### config.mk
export PLATFORM = sky130hd
export DESIGN_NAME = mem_arbiter
export DESIGN_NICKNAME = d
export VERILOG_FILES = /design/src/rtl/mem_arbiter_pkg.sv /design/src/rtl/mem_arbiter.sv
export SDC_FILE = /design/constraint.sdc
export NUM_CORES = 1
export LEC_CHECK = 0
export ABC_AREA = 1
export CAP_MARGIN = 20
export CORE_AREA = 2 2 101 103
export CTS_BUF_LIST = sky130_fd_sc_hd__clkbuf_16
export CTS_CLUSTER_SIZE = 30
export DETAILED_ROUTE_END_ITERATION = 6
export DIE_AREA = 0 0 103 105
export PLACE_DENSITY_LB_ADDON = 0.15
export SYNTH_ARGS = -nofsm -noshare
export SYNTH_HDL_FRONTEND = slang
export SYNTH_SLANG_ARGS = --single-unit
### constraint.sdc
create_clock -name clk_i -period 1.4 [get_ports clk_i]
set_clock_uncertainty 0.15 [all_clocks]
set_input_delay 0.21 -clock clk_i [delete_from_list [all_inputs] [get_ports clk_i]]
set_output_delay 0.21 -clock clk_i [all_outputs]
set_load 0.05 [all_outputs]
### src/rtl/mem_arbiter_pkg.sv
// Shared definitions for the single-port RAM arbiter: default geometry and
// the response-owner tag that routes a read result back to its requester.
package mem_arbiter_pkg;

    localparam int DEF_ADDR_WIDTH      = 32;
    localparam int DEF_DATA_WIDTH      = 32;
    localparam int DEF_RAM_AW          = 12;
    localparam int DEF_MAX_DATA_STREAK = 4;

    // Who owns the RAM read data arriving in the next cycle
    typedef enum logic [1:0] {
        RESP_NONE = 2'd0,
        RESP_INST = 2'd1,
        RESP_DATA = 2'd2,
        RESP_DERR = 2'd3
    } resp_owner_t;

endpackage

### src/rtl/mem_arbiter.sv
// Arbitrates one single-port synchronous RAM between instruction fetch and
// load/store. Data wins by default; a streak counter guarantees the fetch
// port a slot after MAX_DATA_STREAK consecutive data grants while it waits.
// Read responses return one cycle after the grant, steered by a registered
// owner tag. Out-of-range data accesses are granted but never reach the RAM.
module mem_arbiter
    import mem_arbiter_pkg::*;
#(
    parameter int ADDR_WIDTH      = DEF_ADDR_WIDTH,
    parameter int DATA_WIDTH      = DEF_DATA_WIDTH,
    parameter int RAM_AW          = DEF_RAM_AW,
    parameter int MAX_DATA_STREAK = DEF_MAX_DATA_STREAK
) (
    input  logic                  clk_i,
    input  logic                  rst_i,
    input  logic                  inst_req_i,
    input  logic [ADDR_WIDTH-1:0] inst_addr_i,
    output logic                  inst_gnt_o,
    output logic                  inst_rvalid_o,
    output logic [DATA_WIDTH-1:0] inst_rdata_o,
    input  logic                  data_req_i,
    input  logic                  data_we_i,
    input  logic [3:0]            data_be_i,
    input  logic [ADDR_WIDTH-1:0] data_addr_i,
    input  logic [DATA_WIDTH-1:0] data_wdata_i,
    output logic                  data_gnt_o,
    output logic                  data_rvalid_o,
    output logic [DATA_WIDTH-1:0] data_rdata_o,
    output logic                  data_err_o,
    output logic                  ram_ce_o,
    output logic                  ram_we_o,
    output logic [3:0]            ram_be_o,
    output logic [RAM_AW-1:0]     ram_addr_o,
    output logic [DATA_WIDTH-1:0] ram_wdata_o,
    input  logic [DATA_WIDTH-1:0] ram_rdata_i,
    output logic                  stallreq_o
);

    localparam int STREAK_W = $clog2(MAX_DATA_STREAK + 1);
    localparam logic [STREAK_W-1:0] STREAK_MAX = STREAK_W'(MAX_DATA_STREAK);

    logic [STREAK_W-1:0] r_streakCnt;
    resp_owner_t         r_respOwner;

    logic                w_instGnt;
    logic                w_dataGnt;
    logic                w_dataOor;
    logic [STREAK_W-1:0] w_streakNext;
    resp_owner_t         w_respNext;
    logic                w_unused;

    // Fetch addresses are never range-checked and byte offsets are dropped
    assign w_unused  = ^{inst_addr_i[ADDR_WIDTH-1:RAM_AW+2], inst_addr_i[1:0], data_addr_i[1:0]};
    assign w_dataOor = |data_addr_i[ADDR_WIDTH-1:RAM_AW+2];

    // Priority decision and streak bookkeeping; nothing is granted during reset
    always_comb begin
        w_instGnt    = 1'b0;
        w_dataGnt    = 1'b0;
        w_streakNext = '0;
        if (!rst_i) begin
            if (data_req_i && (!inst_req_i || (r_streakCnt < STREAK_MAX))) begin
                w_dataGnt = 1'b1;
            end else if (inst_req_i) begin
                w_instGnt = 1'b1;
            end
            if (inst_req_i && w_dataGnt) begin
                w_streakNext = (r_streakCnt == STREAK_MAX) ? STREAK_MAX : r_streakCnt + 1'b1;
            end
        end
    end

    // Decide who will own the read data returned next cycle
    always_comb begin
        w_respNext = RESP_NONE;
        if (w_instGnt) begin
            w_respNext = RESP_INST;
        end else if (w_dataGnt && !data_we_i) begin
            w_respNext = w_dataOor ? RESP_DERR : RESP_DATA;
        end
    end

    // Drive the RAM from the granted port; out-of-range data never enables it
    always_comb begin
        ram_ce_o    = 1'b0;
        ram_we_o    = 1'b0;
        ram_be_o    = 4'b0000;
        ram_addr_o  = '0;
        ram_wdata_o = '0;
        if (w_instGnt) begin
            ram_ce_o   = 1'b1;
            ram_addr_o = inst_addr_i[RAM_AW+1:2];
        end else if (w_dataGnt) begin
            ram_addr_o = data_addr_i[RAM_AW+1:2];
            if (!w_dataOor) begin
                ram_ce_o = 1'b1;
                if (data_we_i) begin
                    ram_we_o    = 1'b1;
                    ram_be_o    = data_be_i;
                    ram_wdata_o = data_wdata_i;
                end
            end
        end
    end

    // Arbitration state: streak count and response owner tag
    always_ff @(posedge clk_i) begin
        if (rst_i) begin
            r_streakCnt <= '0;
            r_respOwner <= RESP_NONE;
        end else begin
            r_streakCnt <= w_streakNext;
            r_respOwner <= w_respNext;
        end
    end

    // Route the RAM read data (or an error response) to the owning port
    always_comb begin
        inst_rvalid_o = 1'b0;
        inst_rdata_o  = '0;
        data_rvalid_o = 1'b0;
        data_rdata_o  = '0;
        data_err_o    = w_dataGnt && data_we_i && w_dataOor;
        if (!rst_i) begin
            case (r_respOwner)
                RESP_INST: begin
                    inst_rvalid_o = 1'b1;
                    inst_rdata_o  = ram_rdata_i;
                end
                RESP_DATA: begin
                    data_rvalid_o = 1'b1;
                    data_rdata_o  = ram_rdata_i;
                end
                RESP_DERR: begin
                    data_rvalid_o = 1'b1;
                    data_err_o    = 1'b1;
                end
                default: ;
            endcase
        end
    end

    assign inst_gnt_o = w_instGnt;
    assign data_gnt_o = w_dataGnt;
    assign stallreq_o = (inst_req_i & ~w_instGnt) | (data_req_i & ~w_dataGnt);

endmodule

==> results of run 1 <==
power by group through the flow:
stage	combinational, mW	sequential [mW]	clock [mW]
after floorplan	0.608	0.154	0
after global placement	1.30	0.154	0
after detailed placement	1.31	0.154	0
after CTS	1.38	0.152	0.460
after global routing	1.47	0.154	0.475
final	1.40	0.153	0.456
cells by family after synthesis:
logic type | after synthesis | share of synthesized area [%]
simple gates | 175 | 60.9
buf+inv | 96 | 28.7
flops | 5 | 7.42
compound gates | 3 | 1.11
fa+ha+maj | 2 | 1.85
per-stage QoR:
step | cells | utilization (%) | setup TNS, ps | setup WS [ps] | hold WS [ps]
2_1_floorplan | 281 | - | -26850 | -432 | 136
3_3_place_gp | 652 | 63.7 | -62880 | -704 | 286
3_5_place_dp | 652 | 63.7 | -63270 | -743 | 307
4_1_cts | 675 | 68.4 | -44090 | -509 | 325
5_1_grt | 682 | 69.6 | -50300 | -554 | 352
6_report | 682 | 69.6 | -43090 | -492 | 337
sequential cells by signal (all words and copies together), names as in the netlist:
register / count
r_streakCnt: 3
r_respOwner: 2
synthesized netlist by cell type:
cell      count
or2_0         1
o21ai_0       2
buf_6         3
nor3_2       19
o21ai_1       1
nor2_4        1
nand2_2       2
nor2_1       79
nor3_1       18
ha_1          2
and3_1        1
dfxtp_1       5
nand3_1       3
clkbuf_1      9
nand2_1      50
buf_2         3
and2_0        1
buf_1         1
inv_1        80
worst paths after layout:
path / to / cells past startpoint
hold / removal: r_streakCnt[0]$_SDFF_PP0_ / 1
setup / recovery: ram_wdata_o[29] / 7
hold reg to reg: r_streakCnt[0]$_SDFF_PP0_ / 1
setup reg to reg: r_respOwner[0]$_SDFF_PP0_ / 11
what timing repair did:
item	in CTS	in global routing
hold endpoints to repair	0	0
setup buffers	11	10
resized for setup	105	14
endpoints found under the setup margin	123	123
pin swaps	29	27
gates cloned	9	1
worst register-to-register path: stages, from the launching register on:
cell and delay, ps:
dfxtp_2 320, nand2_2 60, nand2_2 60, nor2_4 130
buf_4 140, buf_12 110, clkinvlp_4 110, buf_4 150
buf_4 130, nor2_1 120, nand2_1 70, nand2_1 50
per-layer routing:
metal  vias to the layer above  global-route usage, %  wire [µm]
met2                       140                   32.4       5240
met5                         -                      0          0
met4                         0                   3.10         82
met1                      1212                   17.6       2900
met3                         4                   5.48       1030
li1                       1344                      -          -
final cells by class:
type	instances	area share, %
clock buffer	3	1.12
clock inverter	1	0.0559
inverter	80	4.66
multi-input combinational	180	27.5
sequential	5	1.55
tap	133	2.48
timing repair buffer	279	62.6
timing repair inverter	1	0.112
==> impl_metrics.tcl, run 1 <==
set metrics [dict create \
    hold_start "r_streakCnt[0]$_SDFF_PP0_" \
    seqCellArea_um2 104 \
    drt-total-wl_um 9240 \
    synthTopCellsByArea "inv_1 22%, nor2_1 22%, nor3_2 14%, nand2_1 14%, dfxtp_1 7.4%" \
    crit_type "flip-flop to output pin" \
    cts.sinks 5 \
    crit_family "simple AND/OR/NAND/NOR gates" \
    n_antenna_cell 0 \
    critPathRequiredTime_ps 1040 \
    io_pins 257 \
    fp.dieH_um 105 \
    cp_slowest_cell "dfxtp_2" \
    p_leak_nw 2.98 \
    max_slew_margin_pct 84.6 \
    ir_worst_vdd_v 0.000307 \
    rows 36 \
    internal_power_mw 1.23 \
    combPwrFrac_pct 69.6 \
    avgSynthCellArea_um2 4.80 \
    coreArea_um2 9640 \
    seqPwrFrac_pct 7.6 \
    dpl_cell_area_um2 6140 \
    dr_total_vias 2700 \
    hold_path.class "flip-flop to flip-flop" \
    rrSetupSlack_ps -250 \
    yosysTopAreaCellShare_pct 22.3 \
    clk_latency_ps 220 \
    layout_commonest_cell "buf_12" \
    track_usage_pct 16.9 \
    start_util_pct 14.0 \
    rsz0062_at_grt "yes" \
    p_total_mw 2.01 \
    postSynthCellCount 281 \
    post-route-drc-count 0 \
    max_freq_mhz 529 \
    yosys_warnings 0 \
    dpl.hpwl_um 7570 \
    setup_violations 122 \
    worstPathArrival_ps 1530 \
    gr-total-overflow 0 \
    crit_top_cell "nand2_2" \
    crit_buf_inv 2 \
    final_cell_mix "137 x buf_12, 93 x clkdlybuf4s50_1, 75 x inv_1" \
    netSwitchingFraction_pct 38.6 \
    critPathCaptureType "output pin" \
    crit_chain "nand2_2 > nand2_2 > nor2_4 > nand2_4 > clkbuf_16 > nor3_4 > buf_12" \
    die_w_um 103 \
    start_kind "flip-flop" \
    wl_per_cell_um 13.6 \
    critPathMaxFanout 11 \
    clkPwrFrac_pct 22.7 \
    slew_violations 0 \
    post-synth-top-area-cell "inv_1" \
    fin_crit_sh_pct 135 \
    cts_tree "yes" \
    die-area_um2 10800 \
    ctsHoldBuffers 0 \
    io_buffers 234 \
    finalWorstPathRequiredPeriod_ps 1890 \
    nNetsFinal 689 \
    design_area_um2 6710 \
    cts_max_level 1 \
    power_switching_mw 0.775 \
    layout-drive-gt1-share_pct 60.1 \
    powerDensity_nw_per_um2 299 \
    drtAntennaViolNets 0 \
    fillers 750 \
    syn_area_um2 1350 \
    place_congestion 0.754 \
    dr.first_iter.drc_count 46 \
    antenna_found_initial 0 \
    grt_pass1_vias 2920 \
    tightestPinTransition_ps 231 \
    viasPerCell 3.96 \
    grt_pass1_wl_um 14600 \
    ys_seq_elements 5 \
    ys_seq_area_share_pct 7.42 \
    root_buffer "clkbuf_16" \
    synth_nets 420 \
    syn_to_final_growth_pct 397 \
    postLayoutSetupSlackWorst_ps -492 \
    cts_made_buffers 3 \
    firstDrtPassIters 4 \
    violations "negative setup slack" \
    cts.reportedPaths.clkPinSlew_ps 30 \
    status "finished with violations" \
    hold_viol 0 \
    multi_input_area_um2 1840 \
    slowest_delay_ps 320 \
    reg2reg_from "r_streakCnt[2]$_SDFF_PP0_" \
    yosysUniqueCellTypes 19 \
    clockBufferDepth 2 \
    startpoint "r_streakCnt[2]$_SDFF_PP0_" \
    drv_cap 0 \
    grt_max_degree 23 \
]
Power figures use the tool's default switching activity.
==> run 2, diff against run 1 <==
--- a/config.mk
+++ b/config.mk
@@ -7,11 +7,11 @@
 export LEC_CHECK = 0
 export ABC_AREA = 1
 export CAP_MARGIN = 20
-export CORE_AREA = 2 2 101 103
+export CORE_AREA = 5 5 96 98
 export CTS_BUF_LIST = sky130_fd_sc_hd__clkbuf_16
 export CTS_CLUSTER_SIZE = 30
 export DETAILED_ROUTE_END_ITERATION = 6
-export DIE_AREA = 0 0 103 105
+export DIE_AREA = 0 0 101 103
 export PLACE_DENSITY_LB_ADDON = 0.15
 export SYNTH_ARGS = -nofsm -noshare
 export SYNTH_HDL_FRONTEND = slang
==> run 2 against run 1 <==
Compared with the run above:
- the flow still finishes with violations (negative setup slack)
- sequential power about the same
- count of clock-buffer cells in the layout is the same
- largest cell class unchanged
- power up 3.5%
- global-route usage is 3.9 points higher
- register-to-register slack improved by 230 ps
- flip-flop and latch count stayed put
- setup slack got worse by 44 ps
- hold slack better by 29 ps
- final cell count is 1.2% lower
- highest routed layer unchanged
- critical path depth rose by 1
- fmax shrank 2.3%
- sequential share of layout area fell by 0.063 points
==> impl_metrics.tcl, run 2 (synthesis gave the netlist of run 1 again) <==
set metrics [dict create \
    post-route-drc-count 0 \
    p_leak_nw 3.12 \
    syn_to_final_growth_pct 418 \
    slew_violations 0 \
    die_w_um 101 \
    track_usage_pct 20.8 \
    status "finished with violations" \
    drtAntennaViolNets 0 \
    die-area_um2 10400 \
    cts.reportedPaths.clkPinSlew_ps 30 \
    cts.sinks 5 \
    gr-total-overflow 0 \
    reg2reg_from "r_streakCnt[2]$_SDFF_PP0_" \
    grt_pass1_vias 3074 \
    cts_tree "yes" \
    start_kind "flip-flop" \
    root_buffer "clkbuf_16" \
    critPathMaxFanout 7 \
    crit_type "flip-flop to output pin" \
    coreArea_um2 8380 \
    max_slew_margin_pct 84.6 \
    dp_cells 631 \
    layout_commonest_cell "buf_12" \
    setup_violations 122 \
    ir_worst_vdd_v 0.000422 \
    crit_chain "nand2_2 > nand2_4 > nor2_4 > nand2_4 > buf_6 > buf_12 > nor3_4 > buf_12" \
    clockBufferDepth 2 \
    crit_family "simple AND/OR/NAND/NOR gates" \
    dr.first_iter.drc_count 38 \
    final_core_utilization_pct 83.4 \
    io_pins 257 \
    violations "negative setup slack" \
    antenna_found_initial 0 \
    worstPathArrival_ps 1580 \
    top_regs "r_streakCnt x3, r_respOwner x2" \
    powerDensity_nw_per_um2 297 \
    fin_crit_sh_pct 138 \
    largest_register_ffs 3 \
    final_cell_mix "136 x buf_12, 93 x clkdlybuf4s50_1, 74 x inv_1" \
    tightestPinTransition_ps 230 \
    ctsHoldBuffers 0 \
    dr_total_vias 2839 \
    cts_max_level 1 \
    dpl_cell_area_um2 6130 \
    hold_viol 0 \
    critPathCaptureType "output pin" \
    largest-register "r_streakCnt" \
    grt_max_degree 13 \
    critPathRequiredTime_ps 1040 \
    start_util_pct 16.1 \
    dpl.hpwl_um 8440 \
    grt_pass1_wl_um 16700 \
    n_antenna_cell 0 \
    viasPerCell 4.21 \
    finalWorstPathRequiredPeriod_ps 1940 \
    slowest_delay_ps 320 \
    startpoint "r_streakCnt[2]$_SDFF_PP0_" \
    nNetsFinal 706 \
    drt-total-wl_um 11400 \
    design_area_um2 6990 \
    clk_latency_ps 230 \
    stdcell_count 674 \
    cp_slowest_cell "dfxtp_2" \
    firstDrtPassIters 4 \
    hold_path.class "flip-flop to flip-flop" \
    drv_cap 0 \
    rows 34 \
    postLayoutSetupSlackWorst_ps -536 \
    crit_buf_inv 3 \
    layout-drive-gt1-share_pct 62.7 \
    io_buffers 234 \
    rsz0062_at_grt "yes" \
    cts_made_buffers 3 \
    wl_per_cell_um 17.0 \
    place_congestion 0.777 \
    max_freq_mhz 517 \
    fp.dieH_um 103 \
    hold_start "r_streakCnt[0]$_SDFF_PP0_" \
]
==> run 2: changes by cell type in the layout (fill, tap and decap cells not counted), sizes merged <==
cell	change
nand2	+1
clkdlybuf4s15	+2
buf	+8
clkbuf	+5
dlygate4sd2	+1
==> run 2: power by group <==
| part | total, mW | internal (mW) | switching [mW] |
|---|---|---|---|
| Clock | 0.468 | 0.370 | 0.0980 |
| Combinational | 1.46 | 0.739 | 0.716 |
| Sequential | 0.153 | 0.149 | 0.00464 |
| Total | 2.08 | 1.26 | 0.819 |
==> run 2: area by class of cell <==
type	instances	area, µm²
inverter	80	315
sequential	5	104
clock inverter	1	3.75
tap	108	135
timing repair inverter	1	7.51
fill	439	1390
multi-input combinational	181	1890
timing repair buffer	295	4460
clock buffer	3	75.1
==> run 2: worst register-to-register path, cell delays in order, from the launching register on <==
cell and delay [ps]:
dfxtp_2 320, nand2_2 70, nand2_4 60, nor2_4 130, buf_4 130, buf_6 110, buf_12 120, inv_4 50
nor2_1 110, nand2_1 70, nand2_1 50
==> run 2: final timing paths <==
check / to / slack [ps] / cells past startpoint
max: ram_wdata_o[14] / -540 / 8
min: r_streakCnt[0]$_SDFF_PP0_ / 370 / 1
max reg2reg: r_respOwner[0]$_SDFF_PP0_ / -20 / 10
min reg2reg: r_streakCnt[0]$_SDFF_PP0_ / 370 / 1
==> run 2: repair_timing <==
item                                    CTS  global route
setup buffers                            24             7
gates cloned                             16             0
endpoints found under the setup margin  123           123
resized for setup                       109            39
pin swaps                                67            33
==> run 2: through the flow <==
stage | hold slack (ps) | total power, mW | setup WS (ps) | setup TNS [ps]
after floorplan | 136 | 0.761 | -432 | -26850
after global placement | 297 | 1.45 | -665 | -59810
after detailed placement | 306 | 1.47 | -679 | -60100
after CTS | 329 | 2.08 | -565 | -46490
after global routing | 383 | 2.15 | -616 | -51920
final | 366 | 2.08 | -536 | -45310
==> run 2: routing by layer <==
metal	global-route usage (%)	vias up	wire length [µm]	share of wire, %
met5	0	-	0	0
met4	3.58	0	93	0.81
met3	7.24	8	1180	10
met2	42.6	154	6630	58
met1	20.0	1297	3530	31
li1	-	1380	-	-
